--- src/rtl/rgb_pwm_fader.sv ---
// rgb_pwm_fader: three-channel PWM driver for the active-low OrangeCrab RGB LED.
// Accepts target colours on a valid/ready handshake. Each channel then ramps
// one LSB toward its target every FADE_TICKS PWM periods.
module rgb_pwm_fader #(
  parameter int PWM_BITS   = 8,
  parameter int PRESCALE   = 188,
  parameter int FADE_TICKS = 4
) (
  input  logic                clk48,
  input  logic                rst,
  input  logic                color_valid,
  output logic                color_ready,
  input  logic [PWM_BITS-1:0] color_r,
  input  logic [PWM_BITS-1:0] color_g,
  input  logic [PWM_BITS-1:0] color_b,
  output logic                busy,
  output logic                rgb_led0_r,
  output logic                rgb_led0_g,
  output logic                rgb_led0_b
);

  localparam int PRE_W  = (PRESCALE > 1) ? $clog2(PRESCALE) : 1;
  localparam int FADE_W = (FADE_TICKS > 1) ? $clog2(FADE_TICKS) : 1;
  localparam logic [PRE_W-1:0]  PRE_LAST  = PRE_W'(PRESCALE - 1);
  localparam logic [FADE_W-1:0] FADE_LAST = FADE_W'(FADE_TICKS - 1);

  typedef enum logic {IDLE, FADE} state_t;

  // Channel index 0 = red, 1 = green, 2 = blue throughout.
  logic [2:0][PWM_BITS-1:0] col_in;
  logic [2:0][PWM_BITS-1:0] cur_q, cur_d;
  logic [2:0][PWM_BITS-1:0] tgt_q, tgt_d;
  logic [PRE_W-1:0]         pre_cnt_q, pre_cnt_d;
  logic [PWM_BITS-1:0]      pwm_cnt_q, pwm_cnt_d;
  logic [FADE_W-1:0]        fade_cnt_q, fade_cnt_d;
  state_t                   state_q, state_d;
  logic                     ready_q, ready_d;
  logic                     busy_q, busy_d;
  logic [2:0]               led_q, led_d;
  logic [2:0]               lit;
  logic                     tick;
  logic                     period_end;
  logic                     all_eq;

  assign col_in     = {color_b, color_g, color_r};
  assign tick       = (pre_cnt_q == PRE_LAST);
  assign period_end = tick && (pwm_cnt_q == {PWM_BITS{1'b1}});
  assign all_eq     = (cur_q == tgt_q);

  // Per-channel PWM comparator: lit while the counter is below the level.
  genvar gi;
  generate
    for (gi = 0; gi < 3; gi++) begin : g_chan
      assign lit[gi] = (pwm_cnt_q < cur_q[gi]);
    end
  endgenerate

  // Next-state logic: counters, handshake/fade FSM, level stepping, LED drive.
  always_comb begin
    pre_cnt_d  = tick ? '0 : pre_cnt_q + 1'b1;
    pwm_cnt_d  = tick ? pwm_cnt_q + 1'b1 : pwm_cnt_q;
    state_d    = state_q;
    fade_cnt_d = fade_cnt_q;
    cur_d      = cur_q;
    tgt_d      = tgt_q;
    case (state_q)
      IDLE: begin
        // ready is high in IDLE, so valid alone completes the handshake.
        if (color_valid) begin
          tgt_d      = col_in;
          fade_cnt_d = '0;
          state_d    = FADE;
        end
      end
      FADE: begin
        // Levels only move at period boundaries so a period never glitches.
        if (period_end) begin
          if (fade_cnt_q == FADE_LAST) begin
            fade_cnt_d = '0;
            for (int i = 0; i < 3; i++) begin
              if (cur_q[i] < tgt_q[i]) begin
                cur_d[i] = cur_q[i] + 1'b1;
              end else if (cur_q[i] > tgt_q[i]) begin
                cur_d[i] = cur_q[i] - 1'b1;
              end
            end
          end else begin
            fade_cnt_d = fade_cnt_q + 1'b1;
          end
        end
        if (all_eq) begin
          state_d = IDLE;
        end
      end
      default: state_d = IDLE;
    endcase
    ready_d = (state_d == IDLE);
    busy_d  = (state_d == FADE);
    led_d   = ~lit;
  end

  // State registers with synchronous reset; LEDs reset dark (high).
  always_ff @(posedge clk48) begin
    if (rst) begin
      pre_cnt_q  <= '0;
      pwm_cnt_q  <= '0;
      fade_cnt_q <= '0;
      cur_q      <= '0;
      tgt_q      <= '0;
      state_q    <= IDLE;
      ready_q    <= 1'b1;
      busy_q     <= 1'b0;
      led_q      <= 3'b111;
    end else begin
      pre_cnt_q  <= pre_cnt_d;
      pwm_cnt_q  <= pwm_cnt_d;
      fade_cnt_q <= fade_cnt_d;
      cur_q      <= cur_d;
      tgt_q      <= tgt_d;
      state_q    <= state_d;
      ready_q    <= ready_d;
      busy_q     <= busy_d;
      led_q      <= led_d;
    end
  end

  assign color_ready = ready_q;
  assign busy        = busy_q;
  assign rgb_led0_r  = led_q[0];
  assign rgb_led0_g  = led_q[1];
  assign rgb_led0_b  = led_q[2];

endmodule

--- config.mk ---
export PLATFORM = sky130hd
export DESIGN_NAME = rgb_pwm_fader
export DESIGN_NICKNAME = d
export VERILOG_FILES = /design/src/rtl/rgb_pwm_fader.sv
export SDC_FILE = /design/constraint.sdc
export NUM_CORES = 1
export LEC_CHECK = 0
export ABC_AREA = 1
export BUFFER_PORTS_ARGS = -buffer_cell sky130_fd_sc_hd__buf_2
export CAP_MARGIN = 20
export CORE_MARGIN = 3
export CORE_UTILIZATION = 33
export DETAILED_ROUTE_END_ITERATION = 16
export PLACE_DENSITY_LB_ADDON = 0.1
export SYNTH_ARGS = -nofsm -noshare
export SYNTH_HDL_FRONTEND = slang
export SYNTH_SLANG_ARGS = --single-unit
--- constraint.sdc ---
create_clock -name clk48 -period 4 [get_ports clk48]
set_input_delay 0.4 -clock clk48 [delete_from_list [all_inputs] [get_ports clk48]]
set_output_delay 0.4 -clock clk48 [all_outputs]
set_load 0.1 [all_outputs]
==> results of run 1 <==
[metal layers]
| layer | GRT usage [%] | wire, um |
|---|---|---|
| met1 | 20.3 | 5370 |
| met2 | 23.6 | 4620 |
| met3 | 2.93 | 349 |
| met4 | 5.67 | 153 |
| met5 | 0 | 0 |
[flip-flops by register name, summed over array words and instances, names as in the netlist]
register	flops
tgt_q	24
pre_cnt_q	8
led_q	3
color_ready	1
busy	1
fade_cnt_q	2
pwm_cnt_q	8
cur_q	24
[kinds of logic (layout without fill, tap and decap cells)]
| family | Yosys count | in the layout | synth area share (%) |
|---|---|---|---|
| xor+xnor | 15 | 15 | 2.89 |
| fa+ha+maj | 69 | 69 | 19.5 |
| simple gates | 187 | 187 | 18.9 |
| buf+inv | 111 | 149 | 9.36 |
| compound gates | 155 | 155 | 18.1 |
| flops | 71 | 71 | 31.3 |
[power groups by stage]
stage | logic [mW] | registers [mW] | clock network [mW]
after CTS | 0.223 | 0.741 | 0.913
after global placement | 0.221 | 0.756 | 0
after detailed placement | 0.222 | 0.757 | 0
after floorplan | 0.153 | 0.766 | 0
after global routing | 0.257 | 0.743 | 0.951
final | 0.220 | 0.741 | 0.887
[final timing paths]
path                   end    startpoint  slack (ns)  depth (start not counted)
max              cur_q[23]     cur_q[23]        1.25                         16
min          fade_cnt_q[1]           rst        0.28                          2
max reg2reg      cur_q[23]     cur_q[23]        1.25                         16
min reg2reg   pre_cnt_q[0]  pre_cnt_q[0]        0.45                          1
[worst max-delay path, cell delays in order (launching register included)]
cell	delay, ns
dfxtp_1	0.33
ha_1	0.30
nand2_1	0.07
nor2_1	0.24
nand2_1	0.16
nand2_1	0.30
ha_1	0.35
a21oi_1	0.15
nand2_1	0.12
a21oi_1	0.20
inv_1	0.06
nand2_1	0.06
nand2_1	0.06
inv_1	0.07
nand3_1	0.07
nand2_1	0.06
nor2_1	0.04
[through the flow]
stage / hold slack (ns) / setup slack (ns) / instance area, um^2 / instances / utilization (%)
after floorplan: 0.418 / 1.66 / 4540 / 608 / -
after global routing: 0.282 / 0.955 / 5210 / 822 / 39.0
after detailed placement: 0.438 / 1.26 / 4880 / 806 / 36.6
after global placement: 0.431 / 1.25 / 4880 / 806 / 36.6
final: 0.275 / 1.25 / 5210 / 822 / 39.0
after CTS: 0.263 / 1.25 / 5210 / 822 / 39.0
[area by class of cell]
class | instances | area, um^2 | share of cell area [%]
multi-input cells | 426 | 2700 | 51.8
flip-flops and latches | 71 | 1420 | 27.3
inverters | 100 | 375 | 7.21
clock buffers | 11 | 243 | 4.66
well taps | 176 | 220 | 4.23
repair buffers | 33 | 170 | 3.27
clock inverters | 5 | 81.3 | 1.56
[cells in the final DEF (no fill, tap or decap), types with 4 or more instances in the layout]
cell / n
o21ai_1: 9
xor2_1: 11
nand3_1: 18
inv_1: 98
dfxtp_1: 71
o21ai_0: 44
nand2_1: 99
buf_2: 31
nor3_1: 4
nor2_1: 36
clkbuf_16: 9
nor2_2: 6
nand4_1: 7
xnor2_1: 4
a21oi_1: 85
ha_1: 66
==> metrics.txt, run 1 <==
status completed; final wirelength 10.5 mm; layout cells sized above 1 10.8%; first-pass GRT wire length 17.6 mm; die area 15,200 um^2; Crit. End Element flip-flop; VDD IR max 0.141 mV; CTS buffer count 9; synthesized area 4540 um^2; Die Span X 123 um; CP arrival 2.98 ns; area share of the largest cell type after synthesis 31.3%; nature of the critical path startpoint flip-flop; Final TNS setup 0 ns; number of I/O pins 32; ys flop type dfxtp_1; Yosys top cell by area dfxtp_1; Gate power share 11.9%; hold_buf cts 0; Die Ht 123 um; Netlist cell types 38; synth top area cells dfxtp_1 (31%), ha_1 (18%), a21oi_1 (9.4%), nand2_1 (8.2%), inv_1 (8.1%); clock skew 0.00889 ns; final period utilization 68.7%; # rows 42; Worst-Margin Slew 0.864 ns; Routed Antenna Nets 0; Clock Sinks 71; Post-synth top cells nand2_1 (99), inv_1 (98), a21oi_1 (85); sequential power share 40.1%; sequential element share of the synthesized area 31.3%; relative slew slack 42.3%; Ys Warns 0; DRC Markers 0; worst-path maximum fanout 9; CORE AREA 13,300 um^2; RSZ-0062 raised after global routing no; sw power 0.476 mW; required time worst endpoint 4.23 ns; most common cell in the netlist nand2_1; Mapped Cells 608; pin count of the biggest net entering global routing 43; post-CTS sizing 0; global-route usage over all layers 15.0%; routability congestion estimate 0.789; syn avg cell area 7.47 um^2; Initial DRT Pass Iterations 5; Yosys reg bits 71; Int Power 1.37 mW; drt via density 4.67; Overflow after GRT 0; Max Slew Vio Count 0; Final Hold Violating Endpoints 0; vias in the first global route 3,647; Layout fillers 1,434; asr flop ratio synth 0%; via count 3,842; DR iter-0 viols 179; number of max-cap violations 0; Max Clk Rate 364 MHz; Clock Tree Root clkbuf_16; latest clock arrival within the worst-skew pair 0.34 ns; Post-synth EDFFs 0; Tmin final 2.75 ns; area grow syn2layout 14.6%; Antenna Cells 0; Syn Nets 704; Max clock buf depth 2; Clk pwr share 48.0%; leak pwr 2.49 nW; Initial Utilization 34.0%; HP Class input port to flip-flop; final setup vio count 0; H-Tree Level Count 3; pwr/cell area 355 nW/um^2; switching share of power 25.8%; Routed WL per cell 12.8 um; postcts setup bufs 0; total power 1.85 mW; # nets final 737; CTS tree done; dpl hpwl 7.97 mm; I/O Buffers 31; kind of critical path flip-flop to flip-flop; initial antenna violation count 0; CTS clk-pin slew, worst paths 0.06 ns
Note: power is estimated with default switching activity, not from simulation.
==> run 2, diff against run 1 <==
- clock period: 4 -> 2.7 ns (I/O delays scaled with it)
==> run 2 against run 1 <==
Against the previous run: maximum frequency up 10%; worst hold slack worse by 0.14 ns; non-clock buffer count up 9.
==> metrics.txt, run 2 (synthesized netlist as in run 1, its figures left out) <==
CP cell instances ha_1 -> inv_1 -> o21bai_1 -> nand2_1 -> nand2_1 -> nand2_1 -> nand2_4 -> ha_1 -> a21oi_1 -> nand2_1 -> a21oi_2 -> nand3_1 -> nand2_1 -> inv_1 -> a21oi_1 -> nor2_1; most common cell after layout, fill and taps aside inv_1; die area 15,200 um^2 (unchanged); HP Class input port to flip-flop; Die Ht 123 um (unchanged); DRC Markers 0 (unchanged); latest clock arrival within the worst-skew pair 0.34 ns (about the same); Cells after DPL 813 (+0.87%); Worst path depth 16 (unchanged); initial antenna violation count 0 (unchanged); worst reg-to-reg path cell count 16 (unchanged); CTS clk-pin slew, worst paths 0.06 ns (about the same); vias in the first global route 3,787 (+3.8%); VDD IR max 0.264 mV (+87%); Cell Count, Final, Fillers Out 831 (+1.1%); global-route usage over all layers 15.3% (+0.37 points); H-Tree Level Count 3 (unchanged); max incr delay on CP 0.43 ns (+0.08 ns); Max Clk Rate 401 MHz (+10%); Multi-input gate area 2760 um^2 (+2.4%); commonest non-fill, non-tap cells in the layout inv_1 (98), nand2_1 (94), a21oi_1 (82); RSZ-0062 raised after global routing no; Max clock buf depth 2 (unchanged); Worst-Margin Slew 0.489 ns (-0.375 ns); clock skew 0.00820 ns (-0.000698 ns); slowest stage cell, crit path dfxtp_1; Max Slew Vio Count 0 (unchanged); Clock Sinks 71 (unchanged); number of max-cap violations 0 (unchanged); Most common cell on crit path nand2_1; Antenna Cells 0 (unchanged); hold_buf cts 0 (unchanged); final setup margin 0.209 ns (-1.04 ns); final wirelength 10.7 mm (+2.0%); I/O Buffers 31 (unchanged); relative slew slack 67.6% (+25 points); Placed Area 4940 um^2 (+1.1%); status completed; dpl ws -0.0662 ns (-1.33 ns); required time worst endpoint 2.93 ns (-1.30 ns); r2r setup slk 0.21 ns (-1.04 ns); Initial DRT Pass Iterations 5 (unchanged); register area 1430 um^2 (+0.26%); via count 3,895 (+1.4%); post-route cell area 5340 um^2 (+2.5%); nature of the critical path startpoint flip-flop; DR iter-0 viols 230 (+28%); Tmin final 2.49 ns (-0.258 ns); Overflow after GRT 0 (unchanged); Clock Tree Root clkbuf_16; routability congestion estimate 0.791 (+0.33%); Routed Antenna Nets 0 (unchanged); Top Registers cur_q (24), tgt_q (24); Layout fillers 1,430 (-0.28%); Crit. End Element flip-flop; number of I/O pins 32 (unchanged); Critical Path Start cur_q[9]; CTS tree done; kind of critical path flip-flop to flip-flop; CTS buffer count 9 (unchanged); first-pass GRT wire length 18.0 mm (+2.5%); Die Span X 123 um (unchanged); CP arrival 2.72 ns (-0.26 ns); final setup vio count 0 (unchanged); Worst Path Buf+Inv 2 (unchanged); # nets final 746 (+1.2%); area grow syn2layout 17.5%; Final Hold Violating Endpoints 0 (unchanged); final period utilization 92.3% (+24 points); crit path capture cur_q[15]; r2r startpoint cur_q[9]; dpl hpwl 8.14 mm (+2.1%); leak pwr 2.53 nW (+1.7%); Routed WL per cell 12.9 um (+0.94%); layout cells sized above 1 14.7% (+3.8 points); Initial Utilization 34.0% (unchanged); drt via density 4.69 (+0.28%); pwr/cell area 515 nW/um^2 (+45%); CP top delay family simple AND/OR/NAND/NOR gates; CORE AREA 13,300 um^2 (unchanged); worst-path maximum fanout 9 (unchanged); R2R Path End cur_q[15]; pin count of the biggest net entering global routing 34 (-21%); # rows 42 (unchanged)
## run 2: cell types whose count changed in the layout (fill, tap and decap cells not counted), sizes merged
cell and change:
buf +8, clkinv +1, clkinvlp +1, clkbuf -1
## run 2: worst min-delay path by stage
stage | startpoint | cells after the start | slack, ns | end
after global routing | rst | 2 | 0.15 | fade_cnt_q[1]
after detailed placement | pre_cnt_q[0] | 1 | 0.44 | pre_cnt_q[0]
after global placement | pre_cnt_q[0] | 1 | 0.43 | pre_cnt_q[0]
after CTS | rst | 2 | 0.13 | fade_cnt_q[1]
after floorplan | rst | 1 | 0.34 | fade_cnt_q[1]
final | rst | 2 | 0.14 | fade_cnt_q[1]
## run 2: layer usage
metal / global-route usage, % / share of wire, % / wire [um]
met1: 20.6 / 51 / 5460
met4: 4.98 / 1.4 / 148
met3: 3.48 / 3.4 / 361
met5: 0 / 0 / 0
met2: 24.4 / 44 / 4730
## run 2: repair_timing
item                                    4_1_cts  5_1_grt
resized for setup                             1       17
endpoints found under the setup margin        1        9
gates cloned                                  0        0
pin swaps                                     0        3
setup buffers                                 0        2
## run 2: metrics by stage
stage                     setup TNS (ns)  util [%]  power (mW)  hold slack [ns]
after floorplan                        0         -        1.36            0.339
after global placement           -0.0383      37.0        1.45            0.434
after detailed placement         -0.0662      37.0        1.46            0.439
after CTS                              0      39.4        2.78            0.132
after global routing                   0      40.0        2.89            0.153
final                                  0      40.0        2.75            0.140
## run 2: worst reg2reg max path, stage by stage, from the launching register on
cell and delay [ns]:
dfxtp_1 0.43, ha_1 0.28, inv_1 0.06, o21bai_1 0.06, nand2_1 0.05, nand2_1 0.04
nand2_1 0.13, nand2_4 0.12, ha_1 0.35, a21oi_1 0.16, nand2_1 0.12, a21oi_2 0.17
nand3_1 0.08, nand2_1 0.07, inv_1 0.05, a21oi_1 0.15, nor2_1 0.06
## run 2: power by group
part	switching [mW]	internal (mW)
combinational	0.224	0.129
sequential	0.0129	1.08
clock	0.492	0.810
total	0.728	2.02
## run 2: cell type report
class	count	area share, %
repair buffers	42	4.40
clock inverters	7	1.83
multi-input cells	426	51.7
inverters	100	7.03
flip-flops and latches	71	26.7
well taps	176	4.12
clock buffers	9	4.22
==> run 3, diff against run 2 <==
- ABC_AREA: 1 -> unset
==> run 3 against run 2 <==
Against the previous run: the run now ends with setup timing left; die area is 0.34% lower; core utilization up 7.6 points; combinational power grew 74%; largest power group unchanged; highest routed layer unchanged.
==> metrics.txt, run 3 <==
relative slew slack 40.0% (-28 points); CP arrival 3.28 ns (+0.56 ns); Hold Startpoint color_b[4]; Initial DRT Pass Iterations 4 (-1); area share of the largest cell type after synthesis 31.4% (+0.11 points); number of max-cap violations 0 (unchanged); CTS buffer count 9 (unchanged); CTS clk-pin slew, worst paths 0.06 ns (about the same); HP Class input port to flip-flop; Max clock buf depth 2 (unchanged); final period utilization 113% (+21 points); DRC Markers 0 (unchanged); most common cell in the netlist nand2_1; Most common cell on crit path ha_4; kind of critical path flip-flop to flip-flop; Final Hold Violating Endpoints 0 (unchanged); syn avg cell area 8.19 um^2 (+9.6%); most common cell after layout, fill and taps aside buf_4; ys flop type dfxtp_1; initial antenna violation count 0 (unchanged); final setup vio count 6 (+6); Overflow after GRT 0 (unchanged); Crit. End Element flip-flop; vias in the first global route 4,115 (+8.7%); Max Clk Rate 327 MHz (-18%); pin count of the biggest net entering global routing 51 (+50%); # nets final 770 (+3.2%); DR iter-0 viols 139 (-40%); # rows 42 (unchanged); Max Slew Vio Count 0 (unchanged); commonest non-fill, non-tap cells in the layout buf_4 (93), nand2_1 (85), dfxtp_1 (57); via count 4,088 (+5.0%); drt via density 4.78 (+2.0%); hold_buf cts 0 (unchanged); VDD IR max 0.271 mV (+2.6%); Netlist cell types 50 (+32%); Ys Warns 0 (unchanged); I/O Buffers 31 (unchanged); final wirelength 11.3 mm (+5.2%); clock skew 0.00856 ns (+0.000364 ns); Top Registers cur_q (24), tgt_q (24); Mapped Cells 553 (-9.0%); status complete, but fails checks; Die Span X 123 um (-0.17%); Antenna Cells 0 (unchanged); Clock Tree Root clkbuf_16; Tmin final 3.06 ns (+0.565 ns); area grow syn2layout 40.4%; first-pass GRT wire length 19.1 mm (+6.1%); number of I/O pins 32 (unchanged); Syn Nets 649 (-7.8%); Post-synth EDFFs 0 (unchanged); Critical Path Start tgt_q[23]; pwr/cell area 460 nW/um^2 (-11%); Routed Antenna Nets 0 (unchanged); Routed WL per cell 13.2 um (+2.2%); RSZ-0062 raised after global routing yes; CTS tree done; layout cells sized above 1 33.9% (+19 points); slowest stage cell, crit path or4_1; leak pwr 2.69 nW (+6.5%); routability congestion estimate 0.797 (+0.70%); final setup margin -0.356 ns (-0.565 ns); latest clock arrival within the worst-skew pair 0.34 ns (about the same); dpl hpwl 8.44 mm (+3.7%); global-route usage over all layers 16.0% (+0.65 points); sequential element share of the synthesized area 31.4% (+0.11 points); post-route cell area 6350 um^2 (+19%); Initial Utilization 33.9% (-0.12 points); Placed Area 5580 um^2 (+13%); nature of the critical path startpoint flip-flop; CORE AREA 13,300 um^2 (unchanged); r2r startpoint tgt_q[23]; synthesized area 4530 um^2 (-0.36%); Die Ht 123 um (-0.17%); Clock Sinks 71 (unchanged); Worst-Margin Slew 0.900 ns (+0.412 ns); CP cell instances inv_2 -> ha_4 -> and4_4 -> a21boi_4 -> nand2b_4 -> ha_4 -> a21o_1 -> a221oi_4 -> a21oi_2 -> or4_1 -> and3_4 -> mux2_4; Post-synth top cells nand2_1 (85), dfxtp_1 (71), ha_1 (66); Yosys reg bits 71 (unchanged); Yosys top cell by area dfxtp_1; asr flop ratio synth 0% (unchanged); max incr delay on CP 0.40 ns (-0.03 ns); synth top area cells dfxtp_1 (31%), ha_1 (18%), a21oi_1 (7.1%), nand2_1 (7.0%), inv_1 (4.4%); Min Hold Slack 0.155 ns (+0.0152 ns); H-Tree Level Count 3 (unchanged); worst-path maximum fanout 6 (-3); failing checks setup timing; required time worst endpoint 2.93 ns (about the same); die area 15,200 um^2 (-0.34%)
==> run 3: per-layer routing <==
| metal | vias to the layer above | wire [um] | global-route usage (%) |
|---|---|---|---|
| li1 | 2147 | - | - |
| met1 | 1898 | 5290 | 19.9 |
| met2 | 36 | 5560 | 27.4 |
| met3 | 7 | 303 | 4.25 |
| met4 | 0 | 104 | 4.08 |
| met5 | - | 0 | 0 |
==> run 3: worst paths after layout <==
kind	endpoint	slack, ns	cells past startpoint
hold / removal	tgt_q[20]	0.16	3
setup reg to reg	cur_q[23]	-0.36	12
hold reg to reg	tgt_q[14]	0.45	2
setup / recovery	cur_q[23]	-0.36	12
==> run 3: report_power, final <==
group / internal [mW] / switching, mW
sequential: 1.08 / 0.0165
combinational: 0.318 / 0.295
clock: 0.767 / 0.452
==> run 3: kinds of logic (layout without fill, tap and decap cells) <==
kind of cell	after synthesis	count (layout)	share of synthesized area (%)
and+or+nand+nor	179	179	19.1
AOI/OAI and AO/OA	134	134	18.2
DFF	71	71	31.4
buffers and inverters	71	197	5.97
adders and majority gates	69	69	19.6
xor gates and xnor gates	25	25	4.84
muxes	4	4	0.967
==> run 3: cell type report <==
type                       count  area [um^2]
fill                        1328         6990
multi-input combinational    411         3290
sequential                    71         1440
timing repair buffer         128          898
clock buffer                  11          254
tap                          176          220
inverter                      53          199
clock inverter                 5         55.1
==> run 3: per-stage QoR <==
step                      cells  worst slack [ns]  util (%)  setup TNS [ns]  total power, mW
after detailed placement    821            -0.429      41.8           -1.68             1.61
final                       855            -0.356      47.6          -0.988             2.92
after CTS                   848            -0.354      45.6          -0.982             2.90
after global routing        855            -0.476      47.6           -2.25             3.09
after floorplan             553            -0.247         -          -0.304             1.40
after global placement      821            -0.407      41.8           -1.36             1.59
==> run 3: worst max-delay path: cells and delay by family, from the launching register on <==
kind | cells | cell delay, ns
flops | 1 | 0.33
fa+ha+maj | 2 | 0.48
compound gates | 4 | 0.78
mux | 1 | 0.29
simple gates | 4 | 1.03
buf+inv | 1 | 0.04
==> run 3: timing repair <==
item	4_1_cts	5_1_grt
gates resized for setup	23	39
setup buffers	11	8
setup endpoints to repair	8	9
pin swaps	14	28
